[src/rtl/wg_pkg.sv]
// Shared defaults, FSM encoding and row width for the LSTM weight-buffer stream reader.
package wg_pkg;

    localparam int unsigned WG_D_WL      = 24;
    localparam int unsigned WG_UNITS_NUM = 5;
    localparam int unsigned WG_DEPTH     = 156;
    localparam int unsigned WG_ADDR_W    = 8;
    localparam int unsigned ROW_W        = WG_UNITS_NUM * WG_D_WL;

    typedef enum logic [1:0] {
        IDLE  = 2'd0,
        RUN   = 2'd1,
        DRAIN = 2'd2
    } wg_state_e;

endpackage

[src/rtl/wg_row_addr_ctr.sv]
// Wrapping row-address generator plus remaining-row counter for one burst pass.
module wg_row_addr_ctr
    import wg_pkg::*;
#(
    parameter int unsigned ADDR_W = WG_ADDR_W,
    parameter int unsigned DEPTH  = WG_DEPTH
) (
    input  logic              clk,
    input  logic              rst,
    input  logic              load,
    input  logic [ADDR_W-1:0] load_addr,
    input  logic [ADDR_W:0]   load_cnt,
    input  logic              advance,
    output logic [ADDR_W-1:0] addr,
    output logic              last_c
);

    localparam int unsigned CNT_W = ADDR_W + 1;

    logic [CNT_W-1:0] remaining;

    // Load wins over advance so a pass restart can coincide with the final read.
    always_ff @(posedge clk) begin
        if (rst) begin
            addr      <= '0;
            remaining <= '0;
        end else if (load) begin
            addr      <= load_addr;
            remaining <= load_cnt;
        end else if (advance) begin
            addr      <= (addr == ADDR_W'(DEPTH - 1)) ? '0 : addr + ADDR_W'(1);
            remaining <= remaining - CNT_W'(1);
        end
    end

    assign last_c = (remaining == CNT_W'(1));

endmodule

[src/rtl/wg_stream_reader.sv]
// Weight-buffer read sequencer: streams DEPTH-wrapped rows over valid/ready.
// Optional burst replay is enabled by defining WG_REPEAT_EN.
module wg_stream_reader
    import wg_pkg::*;
#(
    parameter int unsigned D_WL      = WG_D_WL,
    parameter int unsigned UNITS_NUM = WG_UNITS_NUM,
    parameter int unsigned DEPTH     = WG_DEPTH,
    parameter int unsigned ADDR_W    = WG_ADDR_W
) (
    input  logic                        clk,
    input  logic                        rst,
    input  logic                        start,
    input  logic [ADDR_W-1:0]           first_row,
    input  logic [ADDR_W:0]             num_rows,
`ifdef WG_REPEAT_EN
    input  logic [7:0]                  rep_cnt,
    output logic                        w_pass_last,
`endif
    output logic [ADDR_W-1:0]           buf_addr,
    input  logic [UNITS_NUM*D_WL-1:0]   buf_data,
    output logic                        w_valid,
    input  logic                        w_ready,
    output logic [UNITS_NUM*D_WL-1:0]   w_data,
    output logic                        w_last,
    output logic                        busy,
    output logic                        done
);

    wg_state_e         state_q;
    wg_state_e         state_d;
    logic              start_burst;
    logic              zero_done;
    logic              ctr_load;
    logic              ctr_adv;
    logic              ctr_last_c;
    logic              out_load;
    logic              finish;
    logic              w_last_d;
    logic [ADDR_W-1:0] ld_addr;
    logic [ADDR_W:0]   ld_cnt;

`ifdef WG_REPEAT_EN
    logic [ADDR_W-1:0] first_q;
    logic [ADDR_W:0]   num_q;
    logic [7:0]        pass_left;
    logic              pass_wrap;
`endif

    wg_row_addr_ctr #(
        .ADDR_W (ADDR_W),
        .DEPTH  (DEPTH)
    ) u_ctr (
        .clk       (clk),
        .rst       (rst),
        .load      (ctr_load),
        .load_addr (ld_addr),
        .load_cnt  (ld_cnt),
        .advance   (ctr_adv),
        .addr      (buf_addr),
        .last_c    (ctr_last_c)
    );

    // Next state and per-cycle control strobes.
    always_comb begin
        state_d     = state_q;
        start_burst = 1'b0;
        zero_done   = 1'b0;
        ctr_load    = 1'b0;
        ctr_adv     = 1'b0;
        out_load    = 1'b0;
        finish      = 1'b0;
        w_last_d    = ctr_last_c;
        ld_addr     = first_row;
        ld_cnt      = num_rows;
`ifdef WG_REPEAT_EN
        pass_wrap   = 1'b0;
`endif
        case (state_q)
            IDLE: begin
                if (start) begin
                    if (num_rows != '0) begin
                        start_burst = 1'b1;
                        ctr_load    = 1'b1;
                        state_d     = RUN;
                    end else begin
                        zero_done = 1'b1;
                    end
                end
            end
            RUN: begin
                if (!w_valid || w_ready) begin
                    out_load = 1'b1;
                    ctr_adv  = 1'b1;
                    if (ctr_last_c) begin
`ifdef WG_REPEAT_EN
                        // Restart the pass in the same cycle so passes abut with no bubble.
                        if (pass_left != '0) begin
                            pass_wrap = 1'b1;
                            ctr_load  = 1'b1;
                            ld_addr   = first_q;
                            ld_cnt    = num_q;
                            w_last_d  = 1'b0;
                        end else begin
                            state_d = DRAIN;
                        end
`else
                        state_d = DRAIN;
`endif
                    end
                end
            end
            DRAIN: begin
                if (w_valid && w_ready) begin
                    finish  = 1'b1;
                    state_d = IDLE;
                end
            end
            default: state_d = IDLE;
        endcase
    end

    // State and registered stream outputs.
    always_ff @(posedge clk) begin
        if (rst) begin
            state_q <= IDLE;
            w_valid <= 1'b0;
            w_data  <= '0;
            w_last  <= 1'b0;
            busy    <= 1'b0;
            done    <= 1'b0;
        end else begin
            state_q <= state_d;
            done    <= zero_done | finish;
            if (start_burst) begin
                busy <= 1'b1;
            end else if (finish) begin
                busy <= 1'b0;
            end
            if (out_load) begin
                w_data  <= buf_data;
                w_valid <= 1'b1;
                w_last  <= w_last_d;
            end else if (finish) begin
                w_valid <= 1'b0;
                w_last  <= 1'b0;
            end
        end
    end

`ifdef WG_REPEAT_EN
    // Burst parameters retained for pass restarts.
    always_ff @(posedge clk) begin
        if (rst) begin
            first_q     <= '0;
            num_q       <= '0;
            pass_left   <= '0;
            w_pass_last <= 1'b0;
        end else begin
            if (start_burst) begin
                first_q   <= first_row;
                num_q     <= num_rows;
                pass_left <= rep_cnt;
            end else if (pass_wrap) begin
                pass_left <= pass_left - 8'd1;
            end
            if (out_load) begin
                w_pass_last <= ctr_last_c;
            end else if (finish) begin
                w_pass_last <= 1'b0;
            end
        end
    end
`endif

endmodule

[config.mk]
export PLATFORM = sky130hd
export DESIGN_NAME = wg_stream_reader
export DESIGN_NICKNAME = d
export VERILOG_FILES = /design/src/rtl/wg_pkg.sv /design/src/rtl/wg_row_addr_ctr.sv /design/src/rtl/wg_stream_reader.sv
export SDC_FILE = /design/constraint.sdc
export NUM_CORES = 1
export LEC_CHECK = 0
export CORE_MARGIN = 4
export CORE_UTILIZATION = 30
export CTS_BUF_LIST = sky130_fd_sc_hd__clkbuf_2 sky130_fd_sc_hd__clkbuf_4 sky130_fd_sc_hd__clkbuf_8
export CTS_CLUSTER_DIAMETER = 200
export DETAILED_ROUTE_END_ITERATION = 8
export GPL_TIMING_DRIVEN = 1
export PLACE_DENSITY_LB_ADDON = 0.15
export SKIP_LAST_GASP = 1
export SLEW_MARGIN = 10
export SYNTH_ARGS = -nofsm -noshare
export SYNTH_HDL_FRONTEND = slang
export SYNTH_SLANG_ARGS = --single-unit
[constraint.sdc]
create_clock -name clk -period 6.1 [get_ports clk]
set_clock_uncertainty 0.15 [all_clocks]
set_input_delay 1.525 -clock clk [delete_from_list [all_inputs] [get_ports clk]]
set_output_delay 1.525 -clock clk [all_outputs]
set_load 0.05 [all_outputs]
==> results of run 1 <==
==> metal layers <==
layer  up-vias  GRT usage
met3        16     0.0914
met1      2459      0.204
li1       2791          -
met2       203      0.265
met5         -          0
met4         0     0.0545
==> cell type report <==
type / count / area (um2)
clock buffer: 18 / 248
fill: 1744 / 8760
clock inverter: 14 / 144
inverter: 3 / 11.3
tap: 225 / 282
timing repair buffer: 278 / 2770
sequential: 143 / 2860
multi-input combinational: 488 / 2340
==> placed cells by master, fill, tap and decap left out, types with 5 or more instances in the layout <==
cell type,count
sky130_fd_sc_hd__o21ai_0,7
sky130_fd_sc_hd__a21oi_1,133
sky130_fd_sc_hd__buf_4,7
sky130_fd_sc_hd__clkdlybuf4s50_1,271
sky130_fd_sc_hd__a22oi_1,8
sky130_fd_sc_hd__clkinvlp_4,5
sky130_fd_sc_hd__dfxtp_1,143
sky130_fd_sc_hd__a31oi_1,6
sky130_fd_sc_hd__nor3_1,6
sky130_fd_sc_hd__nand2_1,255
sky130_fd_sc_hd__nand3_1,17
sky130_fd_sc_hd__clkbuf_8,18
==> Yosys cell counts, drive strengths merged, types with 2 or more instances <==
master	number	share of area
nand2	256	0.18
dfxtp	143	0.53
a21oi	133	0.12
clkbuf	46	0.032
nand3	17	0.016
a22oi	8	0.011
o21ai	7	0.0065
a31oi	6	0.0070
nor3	6	0.0056
nor2	4	0.0028
nor2b	4	0.0046
o21a	4	0.0056
or4	4	0.0063
a211oi	3	0.0042
buf	3	0.0023
ha	3	0.0070
inv	3	0.0021
nand2b	3	0.0035
nor3b	3	0.0042
nor4	3	0.0035
o31ai	3	0.0042
a311oi	2	0.0033
a32oi	2	0.0033
and4b	2	0.0037
o31a	2	0.0035
or3	2	0.0026
xor2	2	0.0033
==> worst reg2reg max path, stage by stage (launching register included) <==
cell                      delay [ns]
sky130_fd_sc_hd__dfxtp_1        0.35
sky130_fd_sc_hd__nor2b_1        0.22
sky130_fd_sc_hd__nor2_4         0.71
sky130_fd_sc_hd__buf_4          0.62
sky130_fd_sc_hd__nand2_1        0.14
sky130_fd_sc_hd__a21oi_1        0.14
==> power by group through the flow <==
stage	Combinational, mW	Sequential (mW)	Clock (mW)
final	0.656	1.05	0.750
after floorplan	0.187	1.27	0
after global placement	0.663	1.07	0
after detailed placement	0.662	1.07	0
after global routing	0.703	1.06	0.825
after CTS	0.664	1.05	0.781
==> final timing paths <==
kind / cells past startpoint / from / slack [ns] / end
worst min-delay path: 2 / w_data[70] / 0.30 / w_data[70]
worst min register to register: 2 / w_data[70] / 0.30 / w_data[70]
worst max-delay path: 5 / num_rows[3] / 2.36 / u_ctr.remaining[1]
worst max register to register: 5 / w_valid / 3.69 / w_data[33]
==> state kept, by name, indices dropped and copies added, names as in the netlist <==
signal,cells
w_data,120
u_ctr.remaining,9
u_ctr.addr,8
state_q,2
busy,1
done,1
w_last,1
w_valid,1
==> stage by stage <==
| stage | power [mW] | cells | cell area (um2) | util | setup slack, ns |
|---|---|---|---|---|---|
| final | 2.45 | 1169 | 8650 | 0.497 | 2.36 |
| after global routing | 2.59 | 1169 | 8650 | 0.497 | 2.24 |
| after CTS | 2.49 | 1169 | 8650 | 0.497 | 2.43 |
| after detailed placement | 1.73 | 1137 | 8260 | 0.474 | 1.94 |
| after global placement | 1.73 | 1137 | 8260 | 0.474 | 1.97 |
| after floorplan | 1.46 | 683 | 5380 | - | 2.78 |
==> cell families after synthesis <==
logic type | count (synthesis) | share of synthesized area
and+or+nand+nor | 307 | 0.236
xor gates and xnor gates | 3 | 0.00488
DFF | 143 | 0.532
adders and majority gates | 3 | 0.00697
buffers and inverters | 52 | 0.0365
AOI/OAI and AO/OA | 175 | 0.184
==> flow_summary.yaml, run 1 <==
run_status:
  status: "finished clean"
cells_and_area:
  n_antenna_cell: 0
  layout-area-overhead-vs-synth_pct: 60.7
  final_nets: 1075
  fraction_of_final_layout_cells_sized_beyond_drive_strength_1: 0.0487
setup_path:
  critical_setup_path_class: "input pin to flop"
  path_max_fanout: 19
  cpMaxStageDelayCell: "sky130_fd_sc_hd__o41ai_4"
  largest_incremental_delay_on_the_critical_path_ns: 0.94
  endpoint_kind: "flop"
  critical_path_required_ns: 6.29
  critical_path.startpoint_type: "input pin"
  crit_arrival_ns: 3.93
  path_delay_family: "compound AO/OA/AOI/OAI gates"
  path_cells: "clkdlybuf4s50_1, or4_1, o41ai_4, a22oi_1, a311oi_1"
  critPathBufInv: 1
die:
  io-pin-count: 273
  fp.coreArea_mm2: 0.0174
  start_util: 0.309
  die_h_um: 142
  die_x_extent_um: 142
  floorplan.rows: 48
  dieArea_mm2: 0.0202
flow_run:
  drv.max_cap_violation_count: 0
sta:
  slew_headroom: 0.307
  total_negative_setup_slack_ns: 0
  drv_slew: 0
  final.hold.worst_slack_ns: 0.304
  finalCritPeriodShare: 0.613
  layout_min_cycle_time_ns: 3.74
  setup_repair_after_global_routing_missed_its_margin: "no"
  setup-violations-final: 0
  worstMarginPinSlew_ns: 1.04
  hold_violations: 0
  max_freq_mhz: 267
global_routing:
  grt_first_pass_wirelength_um: 27600
  initial_antenna_violation_count: 0
  grt-ovfl-total: 0
  grt_util_all_layers: 0.171
  grt_max_degree: 95
  first_global_vias: 5323
route:
  detailroute.wirelength.met3_um: 2130
  wl_per_cell_um: 15.2
  antenna_violating_nets_post_route: 0
  avgViaCountPerCell: 4.68
  met1Wirelength_um: 7510
  met2_length_um: 7890
  vias: 5469
  drtIter0Drc: 196
  drcViolationCount: 0
  wirelength_um: 17700
  top_layer_used: "met4"
  dr.pass1.iters: 5
cts:
  htree_levels: 4
  cts_root_buf: "sky130_fd_sc_hd__clkbuf_8"
  post_cts_resize_count: 0
  clkLatencyLatePin_ns: 0.44
  cts_tree: "built"
  clock_path_buffers: 2
  post-cts-setup-buffers: 0
  clkTransAtPathRegs_ns: 0.07
  cts_num_sinks: 143
  post_cts_hold_buffer_count: 0
  cts_inserted_buffers: 17
yosys:
  syn_inst: 683
  post_synthesis_cell_area_mm2: 0.00538
  syn-mean-instance-area_um2: 7.88
  synth_async_sr_flop_share: 0
  synth_seq_cells: 143
  synth_enable_flop_cells: 0
  synth.yosys.seq_area_share: 0.532
  ys.flop_type: "sky130_fd_sc_hd__dfxtp_1"
  ys_warn_count: 0
  netlist-cell-type-count: 40
  syn-num-nets: 827
placement:
  place_hpwl_um: 12100
  routabilityCongestion: 0.742
  port_buffers: 272
power:
  leakage_power_nw: 3.04
  irDropWorstVdd_mv: 0.144
  power.density_mw_per_mm2: 284
  total_switching_power_mw: 0.831
  cellInternalPower_mw: 1.62
  power_switching_share: 0.338
  power_frac_comb: 0.267
  pwr-share-clk: 0.306
  power_frac_seq: 0.427
hold_path:
  timing.hold.worst.class: "flop to flop"
Note: power is estimated with default switching activity, not from simulation.
==> inputs of run 2 (changes only) <==
==> constraint.sdc (replaced) <==
create_clock -name clk -period 3.7 [get_ports clk]
set_clock_uncertainty 0.15 [all_clocks]
set_input_delay 0.925 -clock clk [delete_from_list [all_inputs] [get_ports clk]]
set_output_delay 0.925 -clock clk [all_outputs]
set_load 0.05 [all_outputs]
==> run 2 against run 1 <==
Compared with the run above:
- non-clock buffer count grew 5
- flip-flop and latch count unchanged
- total power rose by 69%
- first-iteration DRC count increased by 28%
- largest power group unchanged
- largest cell class unchanged
==> flow_summary.yaml, run 2 (same netlist as run 1, synthesis figures left out) <==
power:
  irDropWorstVdd_mv: 0.193
  power.density_mw_per_mm2: 473
  report.power.total_mw: 4.15
  leakage_power_nw: 3.11
sta:
  finalCritPeriodShare: 0.772
  max_freq_mhz: 350
  total_negative_setup_slack_ns: 0
  hold_violations: 0
  layout_min_cycle_time_ns: 2.86
  worstMarginPinSlew_ns: 0.620
  setup-violations-final: 0
  setup_repair_after_global_routing_missed_its_margin: "no"
  slew_headroom: 0.584
  drv_slew: 0
route:
  antenna_violating_nets_post_route: 0
  drtIter0Drc: 250
  wl_per_cell_um: 15.1
  wirelength_um: 17700
  avgViaCountPerCell: 4.70
  dr.pass1.iters: 4
  drcViolationCount: 0
  vias: 5508
setup_path:
  critPathBufInv: 1
  path_max_fanout: 8
  cpMaxStageDelayCell: "sky130_fd_sc_hd__clkdlybuf4s50_1"
  path_delay_family: "buffers and inverters"
  critical_setup_path_class: "flop to output port"
  path_cells: "clkdlybuf4s50_1"
  critical_path_required_ns: 2.62
  critical_path.startpoint_type: "flop"
  endpoint_kind: "output port"
  crit_arrival_ns: 1.78
  largest_incremental_delay_on_the_critical_path_ns: 0.86
cts:
  htree_levels: 4
  cts_root_buf: "sky130_fd_sc_hd__clkbuf_8"
  clkLatencyLatePin_ns: 0.43
  post_cts_hold_buffer_count: 0
  clkTransAtPathRegs_ns: 0.08
  clock_path_buffers: 2
  cts_tree: "built"
  post-cts-setup-buffers: 0
  cts_num_sinks: 143
  cts_inserted_buffers: 17
  post_cts_resize_count: 0
cells_and_area:
  final_nets: 1080
  commonest_non_fill_non_tap_cell_in_the_layout: "sky130_fd_sc_hd__clkdlybuf4s50_1"
  fraction_of_final_layout_cells_sized_beyond_drive_strength_1: 0.0527
  max_reg_flops: 120
  layout_common_cells: "sky130_fd_sc_hd__clkdlybuf4s50_1, sky130_fd_sc_hd__nand2_1, sky130_fd_sc_hd__dfxtp_1"
  layout.filler_cells: 1738
  layout-area-overhead-vs-synth_pct: 62.8
  largest_registers: "w_data (120), u_ctr.remaining (9), u_ctr.addr (8)"
  top_register: "w_data"
  n_antenna_cell: 0
die:
  die_h_um: 142
  start_util: 0.309
  dieArea_mm2: 0.0202
  die_x_extent_um: 142
  io-pin-count: 273
  fp.coreArea_mm2: 0.0174
  floorplan.rows: 48
placement:
  routabilityCongestion: 0.792
  port_buffers: 272
  place_hpwl_um: 12400
run_status:
  status: "finished clean"
global_routing:
  grt_first_pass_wirelength_um: 27900
  grt-ovfl-total: 0
  first_global_vias: 5304
  grt_max_degree: 80
  grt_util_all_layers: 0.170
  initial_antenna_violation_count: 0
hold_path:
  timing.hold.worst.class: "flop to flop"
flow_run:
  drv.max_cap_violation_count: 0
==> run 2: cell count changes in the layout (fill, tap and decap cells not counted) <==
cell,before,now
sky130_fd_sc_hd__clkinvlp_4,5,3
sky130_fd_sc_hd__clkinv_4,3,1
sky130_fd_sc_hd__clkbuf_4,0,1
sky130_fd_sc_hd__buf_4,7,8
sky130_fd_sc_hd__buf_12,0,4
sky130_fd_sc_hd__bufinv_16,2,3
sky130_fd_sc_hd__clkbuf_8,18,20
sky130_fd_sc_hd__clkinv_2,4,3
==> run 2: final cells by class <==
type | count | area (um2) | area share
Timing Repair Buffer | 283 | 2850 | 0.325
Clock buffer | 21 | 283 | 0.0323
Clock inverter | 10 | 136 | 0.0156
Tap cell | 225 | 282 | 0.0321
Multi-Input combinational cell | 488 | 2340 | 0.267
Sequential cell | 143 | 2860 | 0.327
Inverter | 3 | 11.3 | 0.00128
==> run 2: final timing paths <==
path / from / to / slack (ns) / depth (start not counted)
setup reg to reg: u_ctr.remaining[4] / state_q[1] / 1.46 / 4
hold / removal: w_data[106] / w_data[106] / 0.30 / 2
setup / recovery: u_ctr.addr[3] / buf_addr[3] / 0.84 / 1
hold reg to reg: w_data[106] / w_data[106] / 0.30 / 2
==> run 2: routing by layer <==
layer | part of all wire | track usage
met5 | 0 | 0
met2 | 0.45 | 0.265
met3 | 0.11 | 0.0810
met4 | 0.014 | 0.0530
met1 | 0.42 | 0.210
==> run 2: worst min-delay path, delay by kind of cell (launching register included) <==
family | cells | cell delay (ns)
flip-flops | 1 | 0.31
AND/OR/NAND/NOR | 1 | 0.05
AO/OA/AOI/OAI | 1 | 0.05
==> run 2: power by group <==
group          total (mW)  switching (mW)  internal (mW)
logic                1.10           0.676          0.428
registers            1.73          0.0765           1.65
clock network        1.31           0.589          0.723
total                4.15            1.34           2.80
==> run 2: through the flow <==
step / util / setup WS (ns) / hold WS (ns) / cell area [um2] / std cells
after floorplan: - / 0.984 / 0.331 / 5380 / 683
after global placement: 0.479 / 0.573 / 0.291 / 8350 / 1142
after detailed placement: 0.479 / 0.532 / 0.296 / 8350 / 1142
after CTS: 0.503 / 0.799 / 0.307 / 8770 / 1173
after global routing: 0.503 / 0.766 / 0.323 / 8770 / 1173
final: 0.503 / 0.843 / 0.303 / 8770 / 1173
==> inputs of run 3 (changes only) <==
==> constraint.sdc (replaced) <==
create_clock -name clk -period 2.4 [get_ports clk]
set_clock_uncertainty 0.15 [all_clocks]
set_input_delay 0.6 -clock clk [delete_from_list [all_inputs] [get_ports clk]]
set_output_delay 0.6 -clock clk [all_outputs]
set_load 0.05 [all_outputs]
==> run 3 against run 2 <==
Compared with the run above:
- cell area rose by 3.6%
- critical path type is now input pin to flop
- worst setup slack got worse by 0.80 ns
- highest routed layer unchanged
- total power rose by 54%
- global-route usage rose by 0.16 points
- critical endpoint is now u_ctr.remaining[1]
- register-to-register slack got worse by 1.3 ns
- sequential share of layout area fell by 1.1 points
- clock power rose by 53%
- first-iteration DRC count fell by 14%
==> flow_summary.yaml, run 3 (same netlist as run 1, synthesis figures left out) <==
placement:
  place_hpwl_um: 12700
  placed_area_mm2: 0.00853
  place_ws_ns: -0.411
  port_buffers: 272
  numPlacedInstances: 1160
  routabilityCongestion: 0.775
die:
  io-pin-count: 273
  start_util: 0.309
  die_x_extent_um: 142
  fp.coreArea_mm2: 0.0174
  die_h_um: 142
  floorplan.rows: 48
  dieArea_mm2: 0.0202
route:
  drtIter0Drc: 215
  drcViolationCount: 0
  antenna_violating_nets_post_route: 0
  vias: 5580
  wirelength_um: 17800
  wl_per_cell_um: 14.9
  avgViaCountPerCell: 4.68
  dr.pass1.iters: 4
sta:
  hold_violations: 0
  setup_repair_after_global_routing_missed_its_margin: "yes"
  drv_slew: 0
  finalWorstSetupSlack_ns: 0.0384
  finalCritPeriodShare: 0.984
  setup-violations-final: 0
  total_negative_setup_slack_ns: 0
  worstMarginPinSlew_ns: 0.564
  layout_min_cycle_time_ns: 2.36
  max_freq_mhz: 423
  slew_headroom: 0.623
setup_path:
  largest_incremental_delay_on_the_critical_path_ns: 0.63
  critical_path_required_ns: 2.59
  path_cells: "clkdlybuf4s50_1, or4_1, o41ai_4, buf_12, a22oi_1, a311oi_1"
  rr_worst_depth: 4
  crit_arrival_ns: 2.56
  cpMaxStageDelayCell: "sky130_fd_sc_hd__or4_1"
  critical_path.startpoint_type: "input pin"
  endpoint_kind: "flop"
  path_max_fanout: 19
  critical_setup_path_class: "input pin to flop"
cells_and_area:
  fraction_of_final_layout_cells_sized_beyond_drive_strength_1: 0.0786
  max_reg_flops: 120
  final_nets: 1098
  commonest_non_fill_non_tap_cell_in_the_layout: "sky130_fd_sc_hd__nand2_1"
  n_antenna_cell: 0
  largest_registers: "w_data (120), u_ctr.remaining (9), u_ctr.addr (8)"
  final_cell_count_no_fill: 1192
  sequential_cell_area_mm2: 0.00286
  layout.filler_cells: 1696
  multiInputGateArea_mm2: 0.00234
  layout-area-overhead-vs-synth_pct: 68.6
  layout_common_cells: "sky130_fd_sc_hd__nand2_1, sky130_fd_sc_hd__clkdlybuf4s50_1, sky130_fd_sc_hd__dfxtp_1"
  post-route-cell-area_mm2: 0.00908
  top_register: "w_data"
cts:
  clkLatencyLatePin_ns: 0.43
  cts_root_buf: "sky130_fd_sc_hd__clkbuf_8"
  cts_inserted_buffers: 17
  post_cts_hold_buffer_count: 0
  cts_num_sinks: 143
  htree_levels: 4
  clock_path_buffers: 2
  post-cts-setup-buffers: 0
  cts_tree: "built"
  clkTransAtPathRegs_ns: 0.08
power:
  irDropWorstVdd_mv: 0.408
  power.density_mw_per_mm2: 704
  leakage_power_nw: 4.41
  report.power.total_mw: 6.39
global_routing:
  initial_antenna_violation_count: 0
  grt-ovfl-total: 0
  grt_util_all_layers: 0.172
  grt_max_degree: 58
  first_global_vias: 5352
  grt_first_pass_wirelength_um: 27800
flow_run:
  drv.max_cap_violation_count: 0
hold_path:
  timing.hold.worst.class: "flop to flop"
  hold_path_depth: 2
run_status:
  status: "finished clean"
-- run 3: report_power, final --
part	internal (mW)	total, mW	switching (mW)
Clock	1.00	2.00	0.999
Combinational	0.686	1.74	1.05
Sequential	2.55	2.66	0.109
Total	4.23	6.39	2.16
-- run 3: timing repair --
item,in CTS,in global routing
hold endpoints to repair,0,0
resized for setup,20,65
setup endpoints to repair,20,67
pin swaps,0,1
-- run 3: area by class of cell --
class                   count  share of cell area
multi-input cells         488               0.258
well taps                 225              0.0310
repair buffers            301               0.349
clock buffers              19              0.0288
flip-flops and latches    143               0.315
inverters                   3             0.00124
clock inverters            13              0.0168
-- run 3: worst max-delay path, delay by kind of cell --
kind | cells | cell delay [ns]
compound gates | 3 | 0.70
buf+inv | 2 | 0.62
simple gates | 1 | 0.63
-- run 3: worst paths after layout --
| kind | slack (ns) | start | endpoint |
|---|---|---|---|
| min reg2reg | 0.30 | w_data[32] | w_data[32] |
| max | 0.04 | num_rows[3] | u_ctr.remaining[1] |
| min | 0.30 | w_data[32] | w_data[32] |
| max reg2reg | 0.21 | u_ctr.remaining[5] | state_q[1] |
-- run 3: metrics by stage --
step	hold slack, ns	util
2_1_floorplan	0.331	-
3_3_place_gp	0.291	0.490
3_5_place_dp	0.295	0.490
4_1_cts	0.307	0.512
5_1_grt	0.319	0.521
6_report	0.301	0.521
-- run 3: layer usage --
| layer | track usage | wire (um) | vias to the layer above |
|---|---|---|---|
| li1 | - | - | 2829 |
| met1 | 0.203 | 7290 | 2522 |
| met2 | 0.269 | 8130 | 210 |
| met3 | 0.0860 | 2050 | 19 |
| met4 | 0.0631 | 314 | 0 |
| met5 | 0 | 0 | - |
